--- src/rtl/branch_predictor_pkg.sv ---
// ============================================================================
// Module : branch_predictor_pkg
// Brief  : Shared counter encodings and constants for the gshare predictor.
// Rev    : 1.0  initial release
// ============================================================================
`default_nettype none

`ifndef BP_CNT_INIT
`define BP_CNT_INIT 2'b01
`endif

package branch_predictor_pkg;

  typedef enum logic [1:0] {
    SNT = 2'b00,
    WNT = 2'b01,
    WT  = 2'b10,
    ST  = 2'b11
  } bp_cnt_e;

  localparam logic [1:0] c_cnt_init = `BP_CNT_INIT;
  // Instructions are word aligned, so PC bits [1:0] carry no index information.
  localparam int         c_pc_shift = 2;

endpackage

`default_nettype wire

--- src/rtl/branch_predictor_sat_counter.sv ---
// ============================================================================
// Module : bp_sat_counter
// Brief  : 2-bit up/down saturating counter next-state function.
// Rev    : 1.0  initial release
// ============================================================================
`default_nettype none

module bp_sat_counter
  import branch_predictor_pkg::*;
(
  input  logic [1:0] i_cnt,
  input  logic       i_up,
  output logic [1:0] o_cnt_next
);

  always_comb begin
    o_cnt_next = i_cnt;
    if (i_up) begin
      if (i_cnt != ST) o_cnt_next = i_cnt + 2'b01;
    end else begin
      if (i_cnt != SNT) o_cnt_next = i_cnt - 2'b01;
    end
  end

endmodule

`default_nettype wire

--- src/rtl/branch_predictor.sv ---
// ============================================================================
// Module : branch_predictor
// Brief  : Fetch-side gshare direction predictor trained by the D-stage resolver.
// Rev    : 1.0  initial release
// ============================================================================
`default_nettype none

module branch_predictor
  import branch_predictor_pkg::*;
#(
  parameter int IDX_BITS  = 6,
  parameter int GHR_BITS  = 4,
  parameter int CNT_WIDTH = 32
) (
  input  logic                 clk,
  input  logic                 rst,
  input  logic [31:0]          pcF,
  input  logic                 stallD,
  input  logic                 flushD,
  output logic                 pred_takenF,
  input  logic                 branchD,
  input  logic                 actual_takenD,
  output logic                 pred_takenD,
  output logic                 mispredictD,
  output logic [CNT_WIDTH-1:0] mispredict_cnt
);

  localparam int ENTRIES = 1 << IDX_BITS;

  logic [1:0]           r_bht [ENTRIES];
  logic [IDX_BITS-1:0]  w_idxf;
  logic [IDX_BITS-1:0]  w_hist;
  logic [IDX_BITS-1:0]  r_idxd;
  logic                 r_pred_takend;
  logic [CNT_WIDTH-1:0] r_mispredict_cnt;
  logic [1:0]           w_cnt_next;
  logic                 w_train;
  logic [31-IDX_BITS:0] w_unused_pc;

  assign w_unused_pc = {pcF[31:IDX_BITS+c_pc_shift], pcF[c_pc_shift-1:0]};
  assign w_train     = branchD & ~stallD;

  generate
    if (GHR_BITS > 0) begin : g_ghr
      logic [GHR_BITS-1:0] r_ghr;

      always_ff @(posedge clk or posedge rst) begin
        if (rst) begin
          r_ghr <= '0;
        end else if (w_train) begin
          // Shift form keeps a 1-bit history legal without a negative slice.
          r_ghr <= (r_ghr << 1) | GHR_BITS'(actual_takenD);
        end
      end

      assign w_hist = IDX_BITS'(r_ghr);
    end else begin : g_no_ghr
      assign w_hist = '0;
    end
  endgenerate

  assign w_idxf      = pcF[IDX_BITS+c_pc_shift-1:c_pc_shift] ^ w_hist;
  assign pred_takenF = r_bht[w_idxf][1];

  bp_sat_counter u_sat_counter (
    .i_cnt      (r_bht[r_idxd]),
    .i_up       (actual_takenD),
    .o_cnt_next (w_cnt_next)
  );

  // Training writes at the edge; a same-cycle lookup of this entry sees the old value.
  always_ff @(posedge clk or posedge rst) begin
    if (rst) begin
      for (int i = 0; i < ENTRIES; i++) r_bht[i] <= c_cnt_init;
    end else if (w_train) begin
      r_bht[r_idxd] <= w_cnt_next;
    end
  end

  always_ff @(posedge clk or posedge rst) begin
    if (rst) begin
      r_pred_takend <= 1'b0;
      r_idxd        <= '0;
    end else if (!stallD) begin
      if (flushD) begin
        r_pred_takend <= 1'b0;
        r_idxd        <= '0;
      end else begin
        r_pred_takend <= pred_takenF;
        r_idxd        <= w_idxf;
      end
    end
  end

  assign pred_takenD = r_pred_takend;
  assign mispredictD = branchD & (r_pred_takend ^ actual_takenD);

  always_ff @(posedge clk or posedge rst) begin
    if (rst) begin
      r_mispredict_cnt <= '0;
    end else if (mispredictD && !stallD && (r_mispredict_cnt != '1)) begin
      r_mispredict_cnt <= r_mispredict_cnt + CNT_WIDTH'(1);
    end
  end

  assign mispredict_cnt = r_mispredict_cnt;

endmodule

`default_nettype wire

--- config.mk ---
export PLATFORM = sky130hd
export DESIGN_NAME = branch_predictor
export DESIGN_NICKNAME = d
export VERILOG_FILES = /design/src/rtl/branch_predictor_pkg.sv /design/src/rtl/branch_predictor_sat_counter.sv /design/src/rtl/branch_predictor.sv
export SDC_FILE = /design/constraint.sdc
export NUM_CORES = 1
export LEC_CHECK = 0
export ABC_AREA = 1
export BUFFER_PORTS_ARGS = -buffer_cell sky130_fd_sc_hd__buf_4
export CAP_MARGIN = 10
export CORE_ASPECT_RATIO = 0.6
export CORE_UTILIZATION = 63
export CTS_BUF_LIST = sky130_fd_sc_hd__clkbuf_8
export DETAILED_ROUTE_END_ITERATION = 6
export GPL_ROUTABILITY_DRIVEN = 0
export PLACE_DENSITY = 0.91
export SYNTH_ARGS = -nofsm -noshare
export SYNTH_HDL_FRONTEND = slang
export SYNTH_SLANG_ARGS = --single-unit
--- constraint.sdc ---
create_clock -name clk -period 6.5 [get_ports clk]
set_input_delay 0.65 -clock clk [delete_from_list [all_inputs] [get_ports clk]]
set_output_delay 0.65 -clock clk [all_outputs]
set_load 0.02 [all_outputs]
; ---- Yosys cells after proc, flatten, opt, wreduce, memory -nomap -nowiden
; Index checks and enable logic that the tools add are counted.
[totals]
register_bits = 171
output_inout_bits = 35
elab_cells = 103
[classes]
addsub = 3
n_lt_le_gt_ge = 3
eq_ne = 2
muxes = 14
bitwise = 8
n_reduce_logical = 5
[ops]
columns = operator, count
row1 = 128-bit bitwise mux, 1
row2 = 32-bit by 1-bit adder with 32-bit output (second input constant), 1
row3 = 32-bit != test (second input constant), 1
row4 = 2-bit binary-select mux with 6-bit select, 2
row5 = 2-bit 2-to-1 mux, 8
row6 = 7-bit >= comparator (second input constant), 2
row7 = 6-bit NOT with 7-bit output, 2
row8 = 2-bit demux with 6-bit select, 1
row9 = 7-bit by 1-bit less-than comparator with 1-bit output (second input constant), 1
row10 = 6-bit 2-to-1 mux, 1
row11 = 6-bit by 4-bit bitwise XOR with 6-bit output, 1
row12 = 4-bit by 1-bit OR with 4-bit output, 1
row13 = 1-bit logical AND, 3
row14 = 2-bit by 1-bit adder with 2-bit output (second input constant), 1
row15 = 1-bit AND, 2
row16 = 2-bit != test (second input constant), 1
row17 = 2-bit nonzero test, 1
row18 = 2-bit by 1-bit subtractor with 2-bit output (second input constant), 1
row19 = 1-bit logical NOT, 1
row20 = 1-bit 2-to-1 mux, 1
row21 = 1-bit NOT, 1
row22 = 1-bit bitwise XOR, 1

; ---- Logic depth before layout (Yosys ltp)
; Gate-level depths: netlist of run 1.
[depth]
word_depth = 8
mapped_depth = 18
mapped_depth_nobuf = 16

; ---- By module
; From an unflattened synthesis of run 1, not the netlist that was laid out.
[hier_totals]
cells_unflattened = 1096
hier_area_um2 = 8772.2
[by_module_without_submodules]
columns = module, instances, cells_each, area_each_um2
row1 = branch_predictor, 1, 1090, 8747.1
row2 = bp_sat_counter, 1, 6, 25.0

; ---- Worst setup path before layout of run 1
; Ideal clock, no wire load.
[synth_path]
path_type = input -> output
start = input port pcF[4]
end = output port pred_takenF
arrival_ns = 1.879
t_required_ns = 5.850
slack_ns = 3.971
cell_stages = 7
path_buffers = 0
path_cell_list = xnor2_1 -> inv_1 -> nand3_1 -> nand3_1 -> nand3_1 -> nand3_1 -> and2_1
[synth_between]
elab_chain_cells = 5
[synth_lines]
columns = item, line_no
row1 = start: declaration, branch_predictor.sv:17  ; input logic [31:0] pcF,
row2 = 6-bit by 4-bit bitwise XOR with 6-bit output, branch_predictor.sv:62  ; assign w_idxf = pcF[IDX_BITS+c_pc_shift-1:c_pc_shift] ^ w_hist;
row3 = 6-bit NOT with 7-bit output (implied by the code), branch_predictor.sv:63  ; assign pred_takenF = r_bht[w_idxf][1];
row4 = 2-bit binary-select mux with 6-bit select, branch_predictor.sv:63
row5 = 2-bit 2-to-1 mux (implied by the code) (2 in a row), branch_predictor.sv:63
row6 = end: declaration, branch_predictor.sv:20  ; output logic pred_takenF,
; No other way between the ends. The select of a mux whose other input is x is not followed.

; ---- Final worst setup path of run 1
[layout_path]
start = register r_idxd[2]
end = register r_bht[91] (netlist name)
[layout_between]
elab_chain_cells = 8
elab_cells_between_ends = 17
classes_between = add/sub (2) / order compare (2) / eq/ne (1) / mux (9) / bitwise (1) / reduce/logical (2)
[layout_lines]
columns = item, line_no
row1 = start: declaration, branch_predictor.sv:33  ; logic [IDX_BITS-1:0] r_idxd;
row2 = start signal: assignment, branch_predictor.sv:90  ; r_idxd <= w_idxf;
row3 = 6-bit NOT with 7-bit output (implied by the code) (*), "branch_predictor.sv:66, branch_predictor.sv:76"
row4 = 2-bit binary-select mux with 6-bit select, branch_predictor.sv:66  ; .i_cnt (r_bht[r_idxd]),
row5 = 2-bit 2-to-1 mux (implied by the code) (2 in a row), branch_predictor.sv:66
row6 = 2-bit by 1-bit subtractor with 2-bit output (tied with other cells), branch_predictor_sat_counter.sv:21  ; if (i_cnt != SNT) o_cnt_next = i_cnt - 2'b01;
row7 = "2-bit 2-to-1 mux, on equally long branches", "branch_predictor_sat_counter.sv:21, branch_predictor_sat_counter.sv:19"
row8 = 2-bit 2-to-1 mux, branch_predictor_sat_counter.sv:18  ; if (i_up) begin
row9 = 128-bit bitwise mux (*), branch_predictor.sv:76  ; r_bht[r_idxd] <= w_cnt_next;
row10 = end signal: indexed assignment, branch_predictor.sv:76
row11 = end: declaration, branch_predictor.sv:30  ; logic [1:0] r_bht [ENTRIES];
; Mark *: on every way between the ends. The rest lies on a longest branch, timed or not. The select of a mux whose other input is x is not followed.
; A chain may end at the register's enable or synchronous reset.

==> metrics.cfg, run 1 <==
[clock_tree]
cts-root-buf = clkbuf_8
cts.path.max_buffers = 2
cts_tree = built
hold_buffers = 0
cts_num_sinks = 171
h-tree-depth = 4
cts_buffers = 17
cts_resized = 0
path_clk_slew_ns = 0.11
post_cts_buffers = 0
clk-insertion-delay-late_ns = 0.49

[synthesis]
synth_compound_area_share_pct = 0.8872
synthAdderAreaFrac_pct = 0.1232
avgSynthCellArea_um2 = 6.551
ys_types = 30
synth-xor-area-share_pct = 3.019
ys_warn_count = 0
synth_area_um2 = 10150
synth_top_family_by_area = simple AND/OR/NAND/NOR gates
synth_simple_gate_area_share_pct = 44.00
synthesis.nets = 1589
synth-seq-cells = 171
synth_cells = 1550
synth.area.mux_share_pct = 0
ys_seq_area_share_pct = 42.93

[sta]
finalSetupTns_ns = 0
slew_viol_final = 0
min_period_ns = 4.043
fin_ws_ns = 2.457
worst-slew-pin-transition_ns = 0.9857
hold_viol = 0
clock_skew_ns = 0.01304
fmax_ghz = 0.2473
rsz0062_at_grt = no
slew_headroom_pct = 34.29
finalCritPeriodShare_pct = 62.21
setup_viol = 0

[drt]
wl_per_cell_um = 17.35
antenna_left = 0
route.detailed.drc = 6
vias = 10430
drt-pass1-iter-count = 7
viasPerCell = 5.829
routed_wl_um = 31050
dr.first_iter.drc_count = 1594

[cells_and_area]
final_core_util_pct = 70.39
syn_to_final_growth_pct = 7.776
nets = 1612
drive_gt1_share_pct = 10.34
stdcell_count = 1790

[critical_path]
start_kind = flip-flop
crit_type = flip-flop to flip-flop
r2r-end = r_bht[91]
crit_start = r_idxd[2]
critPathMaxFanout = 36
critPathArrivalTime_ns = 4.48
critPathRequiredTime_ns = 6.94
crit_end = r_bht[91]
rr_worst_depth = 13
end_kind = flip-flop
r2r_slack_ns = 2.46
r2r-start = r_idxd[2]

[power_and_ir_drop]
vdd_drop_max_mv = 0.1464
powerDensity_nw_per_um2 = 284.4
p_leak_nw = 5.578
power_mw = 3.112

[placement]
hpwl_um = 20110
port_buffers = 46
placed_cells = 1757
pre_cts_slack_ns = 2.771

[die]
coreArea_um2 = 15550
rows = 35
die_height_um = 100.3
die_area_um2 = 16650
die_w_um = 165.9
start_util_pct = 65.31
num_io_pins = 73

[outcome]
status = finished, violations left
failed_checks = DRC

[global_route]
grt_use_total_pct = 37.88
grt_pass1_vias = 9284
antenna_found_initial = 1
gr-total-overflow = 0
grt_first_pass_wirelength_um = 48410
grt_max_degree = 98

[job]
cap_violations = 0

[worst_hold_path]
min_path_type = primary input to asynchronous set/reset pin

==> power breakdown <==
| group | leakage (nW) | internal [mW] | switching (mW) | total (mW) |
|---|---|---|---|---|
| clock | 0.194 | 0.286 | 0.477 | 0.763 |
| sequential | 2.06 | 1.26 | 0.128 | 1.38 |
| combinational | 3.33 | 0.256 | 0.709 | 0.965 |
| total | 5.58 | 1.80 | 1.31 | 3.11 |
==> how the worst min path moves through the flow <==
| stage | from | to | cells after the start |
|---|---|---|---|
| 2_1_floorplan | r_bht[0] | r_bht[0] | 2 |
| 3_3_place_gp | r_bht[66] | r_bht[66] | 2 |
| 3_5_place_dp | r_bht[48] | r_bht[48] | 2 |
| 4_1_cts | rst | mispredict_cnt[30] | 2 |
| 5_1_grt | rst | mispredict_cnt[31] | 2 |
| 6_report | rst | mispredict_cnt[30] | 2 |
==> area by class of cell <==
cell class / instances / area (um^2)
clock inverters: 15 / 153.9
fillers: 1243 / 4603
flip-flops and latches: 171 / 4360
multi-input cells: 1162 / 4882
diodes: 1 / 2.502
inverters: 162 / 613.1
well taps: 203 / 254.0
repair buffers: 59 / 442.9
clock buffers: 17 / 234.0
==> kinds of logic (layout without fill, tap and decap cells) <==
family / Yosys count / count (layout)
simple gates: 1110 / 1110
buf+inv: 217 / 253
flops: 171 / 171
xor+xnor: 35 / 35
compound gates: 16 / 16
fa+ha+maj: 1 / 1
other cells: 0 / 1
==> worst max-delay path, cell delays in order (launching register included) <==
cell	delay, ns
dfrtp_1	0.84
inv_1	0.54
nor2_1	0.65
nand3_1	0.21
nand2_1	0.10
o21ai_1	0.08
nand2_1	0.08
nor2_1	0.06
nand2_1	0.06
nand2_1	0.08
nand2_2	0.48
buf_4	0.50
nand3_1	0.15
nand2_1	0.10
==> Yosys cell counts (all sizes together) <==
cell / n / share of area (%)
nand2: 794 / 29
inv: 161 / 6.0
nand3: 151 / 7.4
dfrtp: 107 / 26
nor2: 101 / 3.8
dfstp: 64 / 17
buf: 49 / 2.8
nor3: 45 / 2.2
xor2: 18 / 1.6
xnor2: 17 / 1.5
nand4: 10 / 0.62
o21ai: 9 / 0.44
clkbuf: 6 / 0.23
o22ai: 6 / 0.37
nor4: 5 / 0.31
or2: 2 / 0.12
and2: 1 / 0.062
clkinv: 1 / 0.037
ha: 1 / 0.12
nor3b: 1 / 0.074
o211ai: 1 / 0.074
==> state kept, by name (all words and copies together), names as in the netlist <==
register	cells
g_ghr.r_ghr	4
r_idxd	6
r_bht	128
pred_takenD	1
mispredict_cnt	32
==> metal layers <==
layer	up-vias	wire length (um)	GRT usage, %
met3	114	5111	14.87
li1	4785	-	-
met4	6	890	12.51
met2	809	12480	53.62
met5	-	107	2.899
met1	4720	12460	52.71
==> layout by cell type (no fill, tap or decap), types with 2 or more instances in the layout <==
master	n
nand4_1	10
nor4_1	5
clkinv_8	3
clkbuf_8	17
o22ai_1	6
dfstp_2	64
dfrtp_1	106
nand3_1	150
inv_6	7
nor3_1	45
nand2_1	792
buf_4	59
nor2_1	100
nand2_2	2
xnor2_1	17
inv_8	2
o21ai_1	3
o21ai_0	6
inv_1	157
inv_2	3
clkinv_4	2
xor2_1	18
==> through the flow <==
step           area, um^2  hold WS [ns]
3_5_place_dp        10550        0.4578
2_1_floorplan       10150        0.4465
4_1_cts             10940        0.3571
3_3_place_gp        10550        0.4534
5_1_grt             10940        0.3722
6_report            10940        0.3198
Power figures use the tool's default switching activity.
==> run 2: changes to the inputs <==
ABC_AREA = 0   (was 1)
CORE_UTILIZATION = 56   (was 63)
PLACE_DENSITY = 0.86   (was 0.91)
clock period = 3.55 ns   (was 6.5 ns; I/O delays follow)
==> metrics.cfg, run 2 <==
[global_route]
gr-total-overflow = 0
antenna_found_initial = 0
grt_use_total_pct = 30.55
grt_max_degree = 97
grt_first_pass_wirelength_um = 37550
grt_pass1_vias = 6804

[clock_tree]
path_clk_slew_ns = 0.10
cts_resized = 0
post_cts_buffers = 0
cts_buffers = 17
hold_buffers = 0
cts-root-buf = clkbuf_8
cts.path.max_buffers = 2
h-tree-depth = 4
clk-insertion-delay-late_ns = 0.46
cts_num_sinks = 171
cts_tree = built

[sta]
setup_viol = 0
min_period_ns = 3.327
fmax_ghz = 0.3005
holdWs_ns = 0.02246
slew_headroom_pct = 49.93
finalSetupTns_ns = 0
worst-slew-pin-transition_ns = 0.7495
rsz0062_at_grt = no
finalCritPeriodShare_pct = 93.73
slew_viol_final = 0
clock_skew_ns = 0.01511
hold_viol = 0

[critical_path]
start_kind = flip-flop
crit_top_cell = buf_4
cp.buffers_inverters = 2
crit_cells = 8
critPathMaxFanout = 7
r2r-start = r_idxd[1]
crit_type = flip-flop to output port
cp_top_family = multiplexers
rr_worst_depth = 9
r2r-end = r_bht[21]
path_cells = xor2_2 > buf_4 > mux4_2 > mux2i_1 > o22ai_1 > nor4_1 > nor2_1 > buf_4
critPathRequiredTime_ns = 3.19
cpMaxStageDelayCell = mux4_2
critPathArrivalTime_ns = 2.97
end_kind = output port
slowest_delay_ns = 0.51
r2r_slack_ns = 0.34

[synthesis]
ys_warn_count = 0
avgSynthCellArea_um2 = 10.42
synth_edf_count = 0
synthesis.nets = 886
yosys-top-cells-area = dfrtp_1 (30%), dfstp_2 (19%), a31oi_1 (9.5%)
synth-seq-cells = 171
synth_commonest_cells = nor2_1 (220), a31oi_1 (134), dfrtp_1 (107), dfstp_2 (64), mux4_2 (32)
synth_area_um2 = 8827
yosys.area.top_type = dfrtp_1
synth_cells = 847
ys_types = 55
synth_top_area_share_pct = 30.33
ys.flop_type = dfrtp_1
ys_async_sr_fraction_pct = 100.0
ys_seq_area_share_pct = 49.38
synth_most_common_cell = nor2_1

[cells_and_area]
nets = 925
layout_common_cells = nor2_1 (220), a31oi_1 (134), dfrtp_1 (105)
layout_commonest_cell = nor2_1
largest_register_ffs = 128
fill_cells = 1187
syn_to_final_growth_pct = 11.13
drive_gt1_share_pct = 25.58
ff_latch_area_um2 = 4362
antenna_cells = 0
multi_input_comb_area_um2 = 4094
regMostFlops = r_bht

[drt]
drt-pass1-iter-count = 7
vias = 7197
routed_wl_um = 23620
wl_per_cell_um = 21.43
route.detailed.drc = 0
wl_met1_um = 10050
wl_met3_um = 3381
viasPerCell = 6.531
dr.max_layer_used = met4
antenna_left = 0
dr_wl_met2_um = 9664
dr.first_iter.drc_count = 870

[outcome]
status = finished, final reports clean

[die]
coreArea_um2 = 15370
start_util_pct = 57.43
num_io_pins = 73
die_area_um2 = 16290
die_height_um = 99.25
rows = 35
die_w_um = 164.1

[job]
cap_violations = 0

[power_and_ir_drop]
p_leak_nw = 4.041
vdd_drop_max_mv = 0.4282
powerDensity_nw_per_um2 = 637.9

[worst_hold_path]
min_path_type = primary input to asynchronous set/reset pin

[placement]
hpwl_um = 15920
port_buffers = 46

run 2: cell types whose count changed in the layout (fill, tap and decap cells not counted), sizes merged, moves of 42 or more:
cell	before	now
a31oi	0	134
inv	169	15
nand2	794	24
nand3	151	18
nor2	101	220
nor3	45	3
run 2: worst max-delay path by stage:
stage	startpoint	endpoint
2_1_floorplan	r_idxd[2]	r_bht[7]
3_5_place_dp	r_idxd[1]	r_bht[21]
4_1_cts	g_ghr.r_ghr[1]	pred_takenF
5_1_grt	g_ghr.r_ghr[1]	pred_takenF
6_report	g_ghr.r_ghr[1]	pred_takenF
3_3_place_gp	r_idxd[1]	r_bht[119]
run 2: through the flow:
| stage | setup slack (ns) | std cells | area, um^2 | util (%) | power (mW) |
|---|---|---|---|---|---|
| 2_1_floorplan | 0.7840 | 847 | 8831 | - | 4.185 |
| 3_3_place_gp | 0.4853 | 1070 | 9413 | 61.24 | 4.730 |
| 3_5_place_dp | 0.4408 | 1070 | 9413 | 61.24 | 4.799 |
| 4_1_cts | 0.3080 | 1102 | 9809 | 63.82 | 6.205 |
| 5_1_grt | 0.09962 | 1102 | 9809 | 63.82 | 6.520 |
| 6_report | 0.2225 | 1102 | 9809 | 63.82 | 6.257 |
run 2: cell families (layout without fill, tap and decap cells):
kind of cell | after synthesis | count (layout) | share of synthesized area [%]
muxes | 68 | 68 | 12.45
adders and majority gates | 1 | 1 | 0.1417
DFF | 171 | 171 | 49.38
AOI/OAI and AO/OA | 185 | 185 | 14.00
and+or+nand+nor | 319 | 319 | 15.83
buffers and inverters | 67 | 119 | 4.621
xor gates and xnor gates | 36 | 36 | 3.572
run 2: cell type report:
cell class                      count  area share [%]
Sequential cell                   171           44.46
Clock buffer                       17           2.385
Timing Repair Buffer               76           6.709
Inverter                           11          0.4592
Tap cell                          203           2.589
Clock inverter                     15           1.658
Multi-Input combinational cell    609           41.73
run 2: layer usage:
layer / up-vias / global-route usage (%)
li1: 3175 / -
met1: 3499 / 46.14
met2: 471 / 40.08
met3: 52 / 11.55
met4: 0 / 9.900
met5: - / 0
run 2: where the power goes:
part / leakage, nW / total, mW / internal (mW) / switching (mW)
sequential: 2.10 / 2.72 / 2.40 / 0.323
clock: 0.199 / 1.42 / 0.638 / 0.780
combinational: 1.74 / 2.12 / 0.869 / 1.25
